$ cat config.mk
export PLATFORM = sky130hd
export DESIGN_NAME = fetch_unit
export DESIGN_NICKNAME = d
export VERILOG_FILES = /design/src/rtl/fetch_pkg.sv /design/src/rtl/fetch_queue.sv /design/src/rtl/fetch_unit.sv
export SDC_FILE = /design/constraint.sdc
export NUM_CORES = 1
export LEC_CHECK = 0
export ABC_AREA = 1
export CAP_MARGIN = 30
export CORE_AREA = 2 2 157 159
export CTS_BUF_LIST = sky130_fd_sc_hd__clkbuf_16
export CTS_CLUSTER_SIZE = 16
export DETAILED_ROUTE_END_ITERATION = 7
export DIE_AREA = 0 0 159 161
export GPL_TIMING_DRIVEN = 0
export MAX_ROUTING_LAYER = met4
export PLACE_DENSITY_LB_ADDON = 0.1
export SLEW_MARGIN = 10
export SYNTH_ARGS = -nofsm -noshare
export SYNTH_HDL_FRONTEND = slang
export SYNTH_SLANG_ARGS = --single-unit
export TNS_END_PERCENT = 1
$ cat constraint.sdc
create_clock -name clk -period 4 [get_ports clk]
set_input_delay 0.8 -clock clk [delete_from_list [all_inputs] [get_ports clk]]
set_output_delay 0.8 -clock clk [all_outputs]
set_load 0.05 [all_outputs]
$ cat src/rtl/fetch_pkg.sv
// rtl/fetch_pkg.sv - shared types and constants for the fetch front end
// Contents:
//   fetch_entry_t : one fetch queue record, the PC and its instruction word
//   NOP_INSTR     : canonical no-op encoding (addi x0, x0, 0)
package fetch_pkg;

  typedef struct packed {
    logic [31:0] pc;
    logic [31:0] instr;
  } fetch_entry_t;

  localparam logic [31:0] NOP_INSTR = 32'h0000_0013;

endpackage

$ cat src/rtl/fetch_queue.sv
// rtl/fetch_queue.sv - circular FIFO of fetch entries with synchronous flush
// Ports:
//   clk, reset  : rising-edge clock, asynchronous active-high reset
//   push, pop   : enqueue wr_entry / dequeue head (ignored when full / empty)
//   flush       : empties the queue on the next edge, overrides push and pop
//   wr_entry    : record written at the tail on push
//   head_entry  : record at the head, reads 0 while empty
//   count       : occupied entries, full, empty : occupancy flags
module fetch_queue
  import fetch_pkg::*;
#(
  parameter int DEPTH = 4
) (
  input  logic                   clk,
  input  logic                   reset,
  input  logic                   push,
  input  logic                   pop,
  input  logic                   flush,
  input  fetch_entry_t           wr_entry,
  output fetch_entry_t           head_entry,
  output logic [$clog2(DEPTH):0] count,
  output logic                   full,
  output logic                   empty
);

  localparam int AW = $clog2(DEPTH);
  localparam int CW = AW + 1;

  fetch_entry_t   mem [DEPTH];
  logic [AW-1:0]  head;
  logic [AW-1:0]  tail;
  logic           do_push;
  logic           do_pop;

  assign full    = (count == CW'(DEPTH));
  assign empty   = (count == '0);
  assign do_push = push && !full && !flush;
  assign do_pop  = pop && !empty && !flush;

  // DEPTH is a power of two, so the pointers wrap by natural overflow.
  always_ff @(posedge clk or posedge reset) begin
    if (reset) begin
      head  <= '0;
      tail  <= '0;
      count <= '0;
    end else if (flush) begin
      head  <= '0;
      tail  <= '0;
      count <= '0;
    end else begin
      if (do_push) tail <= tail + 1'b1;
      if (do_pop)  head <= head + 1'b1;
      count <= count + CW'(do_push) - CW'(do_pop);
    end
  end

  // Storage needs no reset: the head is masked while the queue is empty.
  always_ff @(posedge clk) begin
    if (do_push) mem[tail] <= wr_entry;
  end

  assign head_entry = empty ? '0 : mem[head];

endmodule

$ cat src/rtl/fetch_unit.sv
// rtl/fetch_unit.sv - in-order fetch front end: PC, icache lookup, fetch queue
// Ports:
//   clk, reset                 : rising-edge clock, asynchronous active-high reset
//   icache_addr / icache_instr : current PC out, combinational instruction back
//   redirect_valid/redirect_pc : flush queue and restart at word-aligned PC
//   fetch_valid/fetch_ready    : head handshake to decode
//   fetch_pc, fetch_instr      : head entry contents
//   fq_count                   : queue occupancy
//   fetch_done                 : PC past the memory image and queue drained
module fetch_unit
  import fetch_pkg::*;
#(
  parameter logic [31:0] RESET_PC   = 32'h0000_0000,
  parameter int          IMEM_BYTES = 2208,
  parameter int          FQ_DEPTH   = 4
) (
  input  logic                      clk,
  input  logic                      reset,
  output logic [31:0]               icache_addr,
  input  logic [31:0]               icache_instr,
  input  logic                      redirect_valid,
  input  logic [31:0]               redirect_pc,
  output logic                      fetch_valid,
  input  logic                      fetch_ready,
  output logic [31:0]               fetch_pc,
  output logic [31:0]               fetch_instr,
  output logic [$clog2(FQ_DEPTH):0] fq_count,
  output logic                      fetch_done
);

  localparam logic [31:0] IMEM_LIMIT = 32'(IMEM_BYTES);

  logic [31:0]  pc;
  logic         in_range;
  logic         push;
  logic         pop;
  logic         q_full;
  logic         q_empty;
  fetch_entry_t wr_entry;
  fetch_entry_t head_entry;

  assign in_range = (pc < IMEM_LIMIT);
  // Push looks only at registered state, keeping fetch_ready off this path.
  assign push     = !redirect_valid && !q_full && in_range;
  assign pop      = fetch_valid && fetch_ready && !redirect_valid;

  always_ff @(posedge clk or posedge reset) begin
    if (reset) begin
      pc <= RESET_PC;
    end else if (redirect_valid) begin
      pc <= {redirect_pc[31:2], 2'b00};
    end else if (push) begin
      pc <= pc + 32'd4;
    end
  end

  assign wr_entry.pc    = pc;
  assign wr_entry.instr = icache_instr;

  fetch_queue #(
    .DEPTH (FQ_DEPTH)
  ) u_queue (
    .clk        (clk),
    .reset      (reset),
    .push       (push),
    .pop        (pop),
    .flush      (redirect_valid),
    .wr_entry   (wr_entry),
    .head_entry (head_entry),
    .count      (fq_count),
    .full       (q_full),
    .empty      (q_empty)
  );

  assign icache_addr = pc;
  assign fetch_valid = !q_empty;
  assign fetch_pc    = head_entry.pc;
  assign fetch_instr = head_entry.instr;
  assign fetch_done  = !in_range && q_empty;

endmodule

Word-level counts from Yosys, hierarchy flattened
Memory sizes are Yosys's and may differ from the RTL's.
Index checks and enable logic that the tools add are counted.
- bits in writable memories: 256
- bits in registers: 39
- memories kept: 1
- logic and storage cells: 39
- input port bits: 68
- reductions and logical operators: 17
- $add $sub $neg: 5
- equal/unequal tests: 1
- mux-type cells: 10
- order comparisons: 1
- memory list (name ; words ; bits a word ; rd ports ; clocked after memory_dff ; write ports ; RTL line ; text):
    u_queue.mem ; 4 ; 64 ; 1 ; 0 ; 1 ; fetch_queue.sv:29 ; fetch_entry_t mem [DEPTH];
- operator list (operator ; number):
    $mux W32 ; 2
    $mux W64 ; 1
    $add A32 B3 Y32 const B ; 1
    $lt A32 B12 Y1 const B ; 1
    $logic_and A1 B1 Y1 ; 9
    $mux W2 ; 4
    $reduce_bool A2 Y1 ; 3
    $add A2 B1 Y2 const B ; 2
    $logic_not A1 Y1 ; 4
    $add A3 B1 Y3 ; 1
    $eq A3 B3 Y1 const B ; 1
    $logic_not A3 Y1 ; 1
    $mux W3 ; 1
    $sub A3 B1 Y3 ; 1
    $mux W1 ; 2

Depth between registers and ports, before layout
- depth in word-level cells: 9
- depth in mapped cells: 13
- depth with buffers taken out: 12

Modules after synthesis
A second synthesis with hierarchy kept.
- cells, all modules: 1310
- area total of the unflattened synthesis: 13071.3 sq um
- modules (own cells, without submodules) (module ; cells an instance ; times used ; seq. area each (sq um) ; area an instance (sq um)):
    fetch_queue ; 1075 ; 1 ; 7862.5 ; 11389.7
    fetch_unit ; 235 ; 1 ; 750.7 ; 1681.6

Worst setup path after synthesis
No wires, ideal clock.
- kind: register to register
- start: register pc[7], in the netlist icache_addr[7]
- end: memory u_queue.mem[0][0] (netlist name), enable pin
- data required time: 3.517 ns
- arrival time: 4.080 ns
- buffers on the path: 2
- path slack: -0.564 ns
- library setup time: 0.483 ns
- stages on the path, launching flop included: 10
- cell sequence: dfrtp_1 > buf_2 > nand2_2 > nand3_1 > nand2_1 > inv_2 > nor2_4 > nand3_4 > buf_6 > nor2_1
- cells in the longest elaborated chain, start to end: 6
- RTL lines (item ; RTL line ; text):
    from (decl) ; fetch_unit.sv:33 ; logic [31:0] pc;
    from (signal assigned) ; fetch_unit.sv:51 ; pc <= {redirect_pc[31:2], 2'b00};
    from (signal assigned) ; fetch_unit.sv:53 ; pc <= pc + 32'd4;
    $lt A32 B12 Y1 ; fetch_unit.sv:42 ; assign in_range = (pc < IMEM_LIMIT);
    $logic_and A1 B1 Y1 ; fetch_unit.sv:44 ; assign push = !redirect_valid && !q_full && in_range;
    $logic_and A1 B1 Y1 (2 in series) ; fetch_queue.sv:37 ; assign do_push = push && !full && !flush;
    $mux W1 ; fetch_queue.sv:59 ; if (do_push) mem[tail] <= wr_entry;
    $mux W1 (not written as such) ; fetch_queue.sv:59 ;
    to (decl) ; fetch_queue.sv:29 ;
Every way passes these cells.

Final worst setup path
- start: register u_queue.head[0]
- end: output port fetch_pc[12]
- cells in the longest elaborated chain, start to end: 2
- RTL lines (item ; RTL line ; text):
    from (decl) ; fetch_queue.sv:30 ; logic [AW-1:0] head;
    from (signal assigned) ; fetch_queue.sv:52 ; if (do_pop) head <= head + 1'b1;
    $mem_v2 Z4 W64 ; n/a ;
    $mux W64 ; fetch_queue.sv:62 ; assign head_entry = empty ? '0 : mem[head];
    to (decl) ; fetch_unit.sv:25 ; output logic [31:0] fetch_pc,
Every way passes these cells.

==> flow_summary.json <==
{
  "routed-wl-met2_um": 12900,
  "ys.flop_type": "edfxtp_1",
  "synth_edf_count": 248,
  "hpwl_um": 17600,
  "drc": 0,
  "h-tree-depth": 1,
  "cts.sinks": 285,
  "start_util_pct": 48.5,
  "fill_cells": 1978,
  "vias": 7937,
  "slowest_delay_ps": 860,
  "clk_pin_slew_worst_paths_ps": 60,
  "avgRoutedWirePerCell_um": 17.8,
  "fin_worst_skew_ps": 12.2,
  "grt_pass1_wl_um": 42300,
  "status": "complete, no violations",
  "crit_chain": "buf_2 -> inv_2 -> buf_2 -> clkbuf_2 -> o21ai_1 -> a21oi_1 -> clkdlybuf4s50_1",
  "dr.max_layer_used": "met4",
  "r2r_cells": 12,
  "tightest_slew_ps": 818,
  "grt-ovfl-total": 0,
  "wl_um": 27700,
  "period_share_pct": 96.8,
  "multi_input_area_sq_um": 2860,
  "antenna_found_initial": 0,
  "worstPathRequired_ps": 3200,
  "netlist.area_leader.share_pct": 64.1,
  "antennaDiodeCount": 0,
  "cp_max_fo": 10,
  "crit_cells": 7,
  "final_hold_viol_count": 0,
  "cts_tree": "yes",
  "die_area_sq_um": 25600,
  "setup.worst_path.class": "reg2out",
  "slew-limit-headroom_pct": 45.3,
  "globalplace.congestion": 0.830,
  "drtAntennaViolNets": 0,
  "clk-insertion-delay-late_ps": 550,
  "postCtsHoldBufs": 0,
  "syn_area_sq_um": 11600,
  "synth_cells": 1011,
  "nets": 1292,
  "drive_above_1_share_pct": 8.07,
  "die_h_um": 161,
  "num_rows": 57,
  "regArea_sq_um": 8370,
  "syn_area_per_cell_sq_um": 11.5,
  "critPathTopFamily": "buffers and inverters",
  "worstHoldPathCells": 2,
  "start_kind": "register",
  "setup_viol": 0,
  "grt_pass1_vias": 7653,
  "layout_commonest_cell": "nor2_1",
  "critical_path_buf_inv_count": 5,
  "finalSetupTns_ps": 0,
  "max_freq_mhz": 258,
  "critPathArrivalTime_ps": 3070,
  "ys_async_sr_fraction_pct": 13.0,
  "final_cell_mix": "275 x nor2_1, 248 x edfxtp_1, 154 x clkdlybuf4s50_1",
  "hold_class": "reg2reg",
  "ys_seq_area_share_pct": 72.1,
  "yosysWarnings": 0,
  "dr.pass1.iters": 4,
  "grt_max_degree": 38,
  "power.total_mw": 9.12,
  "min_period_ps": 3870,
  "crit_top_cell": "buf_2",
  "synth_cell_type_count": 30,
  "ioPinCount": 169,
  "peakVddDrop_uv": 437,
  "first_iter_violations": 503,
  "rsz0062_at_grt": "true",
  "crit_path_top_delay_cell": "clkdlybuf4s50_1",
  "core_area_sq_um": 24000,
  "critical_path.endpoint_type": "output pin",
  "synth_top_cell_by_area": "edfxtp_1",
  "cellLeakagePower_nw": 5.53,
  "clockBufferDepth": 3,
  "cts_root_buffer": "clkbuf_16",
  "synthTopCellsByArea": "edfxtp_1 64%, nor2_1 9.0%, dfrtp_1 8.0%",
  "area_delta_synth_final_pct": 27.4,
  "dieWidth_um": 159,
  "synth_seq_cells": 285,
  "drt-met1-wl_um": 12500,
  "slew_violations": 0,
  "portBuffers": 162,
  "cap_violations": 0,
  "grtUsageTotal_pct": 21.9,
  "cts-buffers-inserted": 29,
  "p_per_area_nw_per_um2": 617,
  "wl_met3_um": 1630,
  "via_per_inst": 5.08
}
flip-flops by register name, summed over array words and instances (netlist names):
name and flops:
u_queue.head 2, u_queue.mem 248, u_queue.count 3, icache_addr 30, u_queue.tail 2
kinds of logic after synthesis:
logic type                 Yosys count  share of synthesized area, %
adders and majority gates            8                         0.926
buffers and inverters               95                          3.67
xor gates and xnor gates             4                         0.302
other                                1                        0.0323
DFF                                285                          72.1
and+or+nand+nor                    418                          14.3
AOI/OAI and AO/OA                  200                          8.63
layout make-up:
class / count / area share [%]
timing repair buffer: 171 / 12.6
multi-input combinational: 634 / 19.3
tap: 324 / 2.74
inverter: 33 / 0.837
sequential: 285 / 56.6
buffer: 62 / 2.06
clock inverter: 24 / 0.795
clock buffer: 30 / 5.08
synth_stat cells (3+ instances only):
library cell,instances
dfrtp_1,37
nand2_1,88
inv_1,27
ha_1,7
edfxtp_1,248
clkbuf_1,28
o21ai_1,31
clkbuf_2,4
inv_2,6
buf_2,19
nor2_1,279
o21ai_0,99
a21oi_1,69
nor3_1,3
buf_4,5
buf_6,3
buf_1,3
nand3_1,38
power breakdown:
part / internal, mW / leakage (nW) / switching [mW] / total, mW
registers: 3.30 / 2.69 / 0.0918 / 3.39
logic: 0.945 / 2.39 / 2.34 / 3.29
clock network: 1.36 / 0.446 / 1.09 / 2.45
metal layers:
layer | vias up | track usage [%]
li1 | 3902 | -
met1 | 3748 | 30.3
met4 | 0 | 6.07
met3 | 45 | 3.34
met2 | 242 | 34.3
met5 | - | -
through the flow:
stage	utilization [%]	cell area [sq um]	cells	worst slack (ps)	hold WS, ps
after CTS	61.6	14800	1563	33.4	567
after global placement	57.0	13700	1500	-3090	544
after global routing	61.7	14800	1563	-2.34	585
after detailed placement	58.0	13900	1509	544	552
final	61.7	14800	1563	126	563
after floorplan	-	11600	1014	-564	519
worst min-delay path: cells and delay by family (launching register included):
kind / cells / cell delay, ps
AND/OR/NAND/NOR: 2 / 150
flip-flops: 1 / 390
worst paths after layout:
check / startpoint / end / slack (ps)
hold / removal: u_queue.tail[0]$_DFFE_PP0P_ / u_queue.tail[0]$_DFFE_PP0P_ / 560
max in group asynchronous: reset / icache_addr[24]$_DFFE_PP0N_ / 2760
min in group asynchronous: reset / icache_addr[11]$_DFFE_PP0N_ / 730
setup reg to reg: u_queue.count[1]$_DFF_PP0_ / u_queue.count[2]$_DFF_PP0_ / 1280
hold reg to reg: u_queue.tail[0]$_DFFE_PP0P_ / u_queue.tail[0]$_DFFE_PP0P_ / 560
setup / recovery: u_queue.head[0]$_DFFE_PP0P_ / fetch_pc[12] / 130
timing repair:
action / in CTS / in global routing
setup endpoints to repair: 0 / 12
gates resized for setup: 0 / 12
setup buffers: 0 / 0
(Power assumes the default switching activity.)
